[config.mk]
export PLATFORM = sky130hd
export DESIGN_NAME = fetch_stage
export DESIGN_NICKNAME = d
export VERILOG_FILES = /design/src/rtl/fetch_stage_pkg.sv /design/src/rtl/fetch_queue.sv /design/src/rtl/fetch_stage.sv
export SDC_FILE = /design/constraint.sdc
export NUM_CORES = 1
export LEC_CHECK = 0
export CAP_MARGIN = 20
export CORE_ASPECT_RATIO = 1.1
export CORE_UTILIZATION = 35
export DETAILED_ROUTE_END_ITERATION = 10
export SLEW_MARGIN = 20
export SYNTH_ARGS = -nofsm -noshare
export SYNTH_HDL_FRONTEND = slang
export SYNTH_SLANG_ARGS = --single-unit
[constraint.sdc]
create_clock -name clk -period 19.1 [get_ports clk]
set_input_delay 4.775 -clock clk [delete_from_list [all_inputs] [get_ports clk]]
set_output_delay 4.775 -clock clk [all_outputs]
set_load 0.02 [all_outputs]
[src/rtl/fetch_stage_pkg.sv]
// Shared pipeline definitions used by the fetch stage and the decode stage.
package fetch_stage_pkg;

  localparam logic [31:0] BUBBLE_INSTR = 32'h0;
  localparam logic [31:0] WORD_BYTES   = 32'd4;

  typedef struct packed {
    logic [31:0] instr;
    logic [31:0] pc;
  } fetch_pkt_t;

endpackage

[src/rtl/fetch_queue.sv]
// In-order fetch packet FIFO with flush; an empty queue passes a push straight to the head.
module fetch_queue
  import fetch_stage_pkg::*;
#(
  parameter int DEPTH = 2,
  localparam int PW = $clog2(DEPTH),
  localparam int CW = PW + 1
) (
  input  logic          clk,
  input  logic          reset,
  input  logic          flush,
  input  logic          push,
  input  fetch_pkt_t    push_pkt,
  input  logic          pop,
  output fetch_pkt_t    head_pkt,
  output logic          head_valid,
  output logic [CW-1:0] count
);

  fetch_pkt_t    mem [DEPTH];
  logic [PW-1:0] rd_ptr, wr_ptr;
  logic          empty, bypass, do_wr, do_rd;

  assign empty      = (count == '0);
  assign head_valid = ~empty | push;
  assign head_pkt   = empty ? push_pkt : mem[rd_ptr];
  assign bypass     = empty & push & pop;
  assign do_wr      = push & ~bypass;
  assign do_rd      = pop & ~empty;

  always_ff @(posedge clk or posedge reset) begin
    if (reset) begin
      rd_ptr <= '0;
      wr_ptr <= '0;
      count  <= '0;
    end else if (flush) begin
      rd_ptr <= '0;
      wr_ptr <= '0;
      count  <= '0;
    end else begin
      if (do_wr) wr_ptr <= wr_ptr + 1'b1;
      if (do_rd) rd_ptr <= rd_ptr + 1'b1;
      count <= count + CW'(do_wr) - CW'(do_rd);
    end
  end

  // Storage needs no reset: count gates every read.
  always_ff @(posedge clk) begin
    if (do_wr && !flush) mem[wr_ptr] <= push_pkt;
  end

endmodule

[src/rtl/fetch_stage.sv]
// Instruction fetch: owns the PC, issues credit-limited requests, queues in-order
// responses and feeds decode under stall/redirect control.
module fetch_stage
  import fetch_stage_pkg::*;
#(
  parameter logic [31:0] RESET_PC   = 32'h0000_0000,
  parameter int          FIFO_DEPTH = 2
) (
  input  logic        clk,
  input  logic        reset,
  output logic        imem_req,
  output logic [31:0] imem_addr,
  input  logic        imem_gnt,
  input  logic        imem_rvalid,
  input  logic [31:0] imem_rdata,
  input  logic        stall,
  input  logic        redirect,
  input  logic [31:0] redirect_pc,
  output logic [31:0] instr,
  output logic [31:0] instr_pc,
  output logic [31:0] instr_pc_plus_4,
  output logic        instr_valid
);

  localparam int CW = $clog2(FIFO_DEPTH) + 1;

  logic [31:0]   fetch_pc, resp_pc;
  logic [CW-1:0] outstanding, discard, occupancy;
  logic [CW:0]   credit;
  logic          req_fire, drop, accept, q_pop, head_valid;
  fetch_pkt_t    resp_pkt, head_pkt;

  assign credit    = {1'b0, outstanding} + {1'b0, occupancy};
  assign imem_req  = ~reset & ~redirect & (credit < (CW+1)'(FIFO_DEPTH));
  assign imem_addr = fetch_pc;
  assign req_fire  = imem_req & imem_gnt;
  assign drop      = imem_rvalid & (discard != '0);
  assign accept    = imem_rvalid & ~drop & ~redirect;
  assign resp_pkt  = '{instr: imem_rdata, pc: resp_pc};
  assign q_pop     = ~stall & ~redirect;

  fetch_queue #(.DEPTH(FIFO_DEPTH)) u_queue (
    .clk        (clk),
    .reset      (reset),
    .flush      (redirect),
    .push       (accept),
    .push_pkt   (resp_pkt),
    .pop        (q_pop),
    .head_pkt   (head_pkt),
    .head_valid (head_valid),
    .count      (occupancy)
  );

  always_ff @(posedge clk or posedge reset) begin
    if (reset) begin
      fetch_pc    <= RESET_PC;
      resp_pc     <= RESET_PC;
      outstanding <= '0;
      discard     <= '0;
    end else begin
      outstanding <= outstanding + CW'(req_fire) - CW'(imem_rvalid);
      if (redirect) begin
        fetch_pc <= redirect_pc;
        resp_pc  <= redirect_pc;
        // Everything still in flight after this edge is stale (no grant can
        // coincide: the request is masked during redirect).
        discard  <= outstanding - CW'(imem_rvalid);
      end else begin
        if (req_fire) fetch_pc <= fetch_pc + WORD_BYTES;
        if (accept)   resp_pc  <= resp_pc + WORD_BYTES;
        if (drop)     discard  <= discard - 1'b1;
      end
    end
  end

  always_ff @(posedge clk or posedge reset) begin
    if (reset) begin
      instr           <= BUBBLE_INSTR;
      instr_pc        <= '0;
      instr_pc_plus_4 <= '0;
      instr_valid     <= 1'b0;
    end else if (redirect || (!stall && !head_valid)) begin
      instr           <= BUBBLE_INSTR;
      instr_pc        <= '0;
      instr_pc_plus_4 <= '0;
      instr_valid     <= 1'b0;
    end else if (!stall) begin
      instr           <= head_pkt.instr;
      instr_pc        <= head_pkt.pc;
      instr_pc_plus_4 <= head_pkt.pc + WORD_BYTES;
      instr_valid     <= 1'b1;
    end
  end

endmodule

Word level (Yosys, flattened, before mapping)
Memories as Yosys holds them, arrays and structs flattened.
Cells that the tools add are included.

storage, ports and cells
  bits in registers = 169
  logic and storage cells = 79
  memories = 1
  bits in writable memories = 128

operators by class
  order comparisons = 1
  muxes and demuxes = 22
  equality and inequality tests = 1
  bitwise gates (word level) = 18
  add/sub/neg operators = 12
  reductions and logical operators = 13

memories
  name         words  bits a word  rd ports  clocked after memory_dff  write ports  line               source
  u_queue.mem  2      64           1         0                         1            fetch_queue.sv:20  fetch_pkt_t mem [DEPTH];

operators by type and width
  kind                                                         number
  two-way mux 32 bit                                           10
  adder 32 x 3 -> 32 bit (second input constant)               3
  two-way mux 64 bit                                           1
  nonzero test 2 bit                                           6
  bitwise AND 1 bit                                            11
  two-way mux 1 bit                                            8
  two-way mux 2 bit                                            3
  inverter 1 bit                                               6
  subtractor 2 x 1 -> 2 bit                                    3
  adder 2 x 1 -> 2 bit                                         2
  adder 2 x 2 -> 3 bit                                         1
  zero test 1 bit                                              3
  less-than comparator 3 x 2 -> 1 bit (second input constant)  1
  adder 1 bit (second input constant)                          2
  logical AND 1 bit                                            2
  zero test 2 bit                                              1
  inequality test 2 x 1 -> 1 bit (second input constant)       1
  subtractor 2 x 1 -> 2 bit (second input constant)            1
  logical OR 1 bit                                             1
  bitwise OR 1 bit                                             1

Logic depth before layout (Yosys ltp)
  depth after elaboration = 12
  depth in mapped cells = 12

Cells and area by module
A second synthesis with hierarchy kept.

unflattened totals
  cells, all modules = 1,184
  area total of the unflattened synthesis = 13,626.8 µm²

modules (own cells, without submodules)
  module       instances  area each (µm²)  cells each  seq. area each (µm²)
  fetch_stage  1          8,109.0          817         4,078.9
  fetch_queue  1          5,517.8          367         3,943.8

Worst setup path after synthesis
No wires, ideal clock.

  kind = input to register
  start point = input port redirect
  end point = register u_queue.wr_ptr
  data required time = 18.988 ns
  path slack = 7.042 ns
  path buffers = 2
  cell stages on the path = 4
  arrival time = 11.946 ns
  library setup time = 0.112 ns
  cell sequence = clkbuf_1 -> buf_1 -> nor4_1 -> o21bai_1

between the ends
  longest elaborated chain between the ends = 7
  elaborated cells between the ends (all ways) = 9
  classes of those cells = 1 x mux; 7 x bitwise; 1 x reduce/logical

RTL lines
  item                            line                                  source
  from (decl)                     fetch_stage.sv:17                     input logic redirect,
  inverter 1 bit                  fetch_stage.sv:38, fetch_stage.sv:40
  bitwise AND 1 bit               fetch_stage.sv:38                     assign accept = imem_rvalid & ~drop & ~redirect;
  bitwise AND 1 bit (2 in a row)  fetch_queue.sv:27                     assign bypass = empty & push & pop;
  inverter 1 bit                  fetch_queue.sv:28                     assign do_wr = push & ~bypass;
  bitwise AND 1 bit               fetch_queue.sv:28
  nonzero test 2 bit (no line)    -
  to (signal assigned)            fetch_queue.sv:41                     if (do_wr) wr_ptr <= wr_ptr + 1'b1;
  to (decl)                       fetch_queue.sv:21                     logic [PW-1:0] rd_ptr, wr_ptr;

Several ways; a longest one is shown, not always the timed one.
A chain may end at the register's enable or synchronous reset.

Worst setup path after layout
  start point = input port redirect
  end point = output port imem_req

between the ends
  longest elaborated chain between the ends = 3

RTL lines
  item                            line               source
  inverter 1 bit                  fetch_stage.sv:34  assign imem_req = ~reset & ~redirect & (credit < (CW+1)'(FIFO_DEPTH));
  bitwise AND 1 bit (2 in a row)  fetch_stage.sv:34
  to (decl)                       fetch_stage.sv:11  output logic imem_req,

Every way passes these cells.

==> run_results.csv <==
group,metric,value,unit
clock_tree,cts_buffers,31,
clock_tree,cts_tree,"done",
place,io_buffer_count,199,
finish,final_cells,1816,
finish,final-seq-area,8030,um^2
logic_synthesis,synth_seq_cells,295,
logic_synthesis,ys_top_cells_by_area,"dfrtp_1 32%, edfxtp_1 29%, mux2_2 5.4%",
finish,layout-area-overhead-vs-synth,26.5,%
timing,setup_viol,0,
timing,hold_viol,0,
critical_path,path_class,"in -> out",
logic_synthesis,ys_types,60,
place,gp_congestion,0.787,
clock_tree,clk_latency,0.57,ns
timing,setup-tns-final,0,ns
timing,fin_crit_sh,60.3,%
clock_tree,cts_hold_buf,0,
global_route,grt_pass1_vias,9110,
logic_synthesis,yosysWarnings,0,
global_route,grt_pass1_wl,52.3,mm
logic_synthesis,synthArstFlopShare,56.6,%
finish,drive_gt1_share,10.7,%
die,die_area,38500,um^2
routing,wl_met1,15.5,mm
routing,drc,0,
die,die_w,187,um
logic_synthesis,syn_area_per_cell,11.9,um^2
timing,finClkSkew,0.0223,ns
status,status,"finished, final reports clean",
logic_synthesis,yosysSeqAreaShare,60.8,%
finish,fin_nets,1377,
routing,num_vias,9208,
place,dp_cells,1758,
power_and_ir_drop,power,1.68,mW
clock_tree,cts-root-buf,"clkbuf_16",
finish,utilization,44.9,%
routing,antenna_left,0,
logic_synthesis,synth_top_cell_area_share,31.7,%
routing,wl_met2,15.4,mm
power_and_ir_drop,p_leak,6.29,nW
logic_synthesis,yosysTopAreaCell,"dfrtp_1",
clock_tree,clockBufferDepth,3,
routing,viasPerCell,5.07,
timing,max_freq,86.9,MHz
timing,slew-limit-headroom,29.7,%
finish,fillCellCount,3435,
clock_tree,path_clk_slew,0.06,ns
timing,worst_pin_slew,1.05,ns
logic_synthesis,synth_compound_area_share,8.16,%
routing,drt_pass1_iterations,5,
logic_synthesis,syn-cell-area,13200,um^2
logic_synthesis,synth_top_family_by_area,"simple AND/OR/NAND/NOR gates",
finish,design_area,16700,um^2
timing,slew_violations,0,
logic_synthesis,synthXorXnorAreaFrac,4.71,%
routing,drtIter0Drc,467,
timing,fin_crit,11.51,ns
timing,hold_ws,0.474,ns
place,dpl_worst_slack,7.61,ns
clock_tree,postCtsSetupBuffers,0,
logic_synthesis,synth_edf_count,128,
logic_synthesis,synth_mux_area_share,9.88,%
die,die_y,206,um
hold_path,hold_path_class,"reg -> reg",
logic_synthesis,synth_flop_cell,"dfrtp_1",
place,dpl_cell_area,15700,um^2
place,dp_hpwl,21.3,mm
routing,routed.top_layer,"met4",
global_route,grt.total_usage,17.2,%
routing,routedWlPerCell,18.2,um
critical_path,end_kind,"output port",
clock_tree,htree_num_levels,1,
global_route,overflow,0,
logic_synthesis,synthAdderAreaFrac,1.01,%
die,start_util,35.5,%
die,rows,74,
die,fp.coreArea,37100,um^2
timing,fin_ws,7.59,ns
global_route,antenna_found_initial,1,
logic_synthesis,syn_inst,1112,
clock_tree,cts_resized,0,
global_route,grt_max_degree,105,
critical_path,cp.required,14.32,ns
logic_synthesis,syn_nets,1192,
timing,rsz0062_at_grt,"false",
run,max-cap-violations,0,
clock_tree,clkSinkCount,295,
power_and_ir_drop,powerDensity,101,nW/um^2
routing,route.met3.wl,1.57,mm
critical_path,critPathMaxFanout,38,
finish,multi_input_area,4860,um^2
critical_path,critPathLaunchType,"input port",
die,num_io_pins,200,
logic_synthesis,yosys.area_share.simple,12.8,%
critical_path,cp.arrival,6.74,ns
routing,wirelength,33.0,mm
power_and_ir_drop,irDropWorstVdd,0.0637,mV
==> worst max-delay path, stage by stage <==
cell and delay, ns:
clkdlybuf4s50_1 0.40, buf_4 0.26, nor4_1 0.55, clkdlybuf4s50_1 0.72
==> Yosys cell counts, drive strengths merged (8+ instances only) <==
cell type and n:
nor2 85, a21o 16, xnor2 47, ha 9
dfrtp 167, mux2i 59, a21boi 8, inv 24
clkbuf 37, nand4 12, a21oi 42, or4 8
nor4 13, nand3 33, buf 20, nand2b 9
mux2 63, nand2 120, and3 8, nor3 15
xor2 24, or3 10, edfxtp 128, o21ai 87
==> metal layers <==
| layer | vias to the layer above | GRT usage [%] |
|---|---|---|
| li1 | 4340 | - |
| met5 | - | 0 |
| met2 | 242 | 28.2 |
| met4 | 0 | 4.27 |
| met3 | 43 | 2.40 |
| met1 | 4583 | 24.1 |
==> sequential cells by signal, summed over array words and instances (netlist names) <==
signal and cells:
discard 2, imem_addr 32, instr 32, instr_pc 32, instr_pc_plus_4 30, instr_valid 1
outstanding 2, resp_pc 32, u_queue.count 2, u_queue.mem 128, u_queue.rd_ptr 1, u_queue.wr_ptr 1
==> power breakdown <==
part,internal (mW),switching (mW)
logic,0.141,0.184
clock network,0.348,0.251
registers,0.715,0.0446
==> cell usage in the layout (no fill, tap or decap), types with 4 or more instances in the layout <==
cell type	n
a21boi_0	7
a21o_1	16
a21oi_1	42
a221o_1	5
and2_1	5
and3_1	8
buf_4	10
clkbuf_1	6
clkbuf_16	32
clkbuf_8	4
clkdlybuf4s50_1	199
clkinv_1	4
clkinv_2	6
dfrtp_1	166
edfxtp_1	128
ha_1	9
inv_1	22
mux2_2	63
mux2i_1	58
nand2_1	120
nand2b_1	9
nand3_1	33
nand4_1	11
nor2_1	84
nor2b_1	6
nor3_1	14
nor4_1	9
o21ai_0	86
o22ai_1	6
o311ai_0	4
or2_2	6
or3_1	10
or4_1	8
xnor2_1	47
xor2_1	24
==> layout make-up <==
| type | instances | area share (%) |
|---|---|---|
| Sequential cell | 295 | 48.1 |
| Timing Repair Buffer | 209 | 12.4 |
| Clock buffer | 42 | 5.27 |
| Antenna cell | 1 | 0.0150 |
| Tap cell | 494 | 3.71 |
| Clock inverter | 15 | 0.795 |
| Multi-Input combinational cell | 736 | 29.1 |
| Inverter | 24 | 0.593 |
==> cell families after synthesis <==
logic type / after synthesis
simple gates: 348
flops: 295
compound gates: 185
mux: 122
buf+inv: 81
xor+xnor: 71
fa+ha+maj: 10
==> worst paths after layout <==
kind,from,endpoint,slack (ns),cells past startpoint
min,instr_pc_plus_4[17]$_DFFE_PP0P_,instr_pc_plus_4[17]$_DFFE_PP0P_,0.47,2
max in group asynchronous,reset,instr[6]$_DFFE_PP0P_,12.88,3
min reg2reg,instr_pc_plus_4[17]$_DFFE_PP0P_,instr_pc_plus_4[17]$_DFFE_PP0P_,0.47,2
min in group asynchronous,reset,imem_addr[16]$_DFFE_PP0P_,4.77,2
max reg2reg,u_queue.count[1]$_DFF_PP0_,instr_pc_plus_4[30]$_DFFE_PP0P_,15.32,6
max,redirect,imem_req,7.59,4
(Power assumes the default switching activity.)
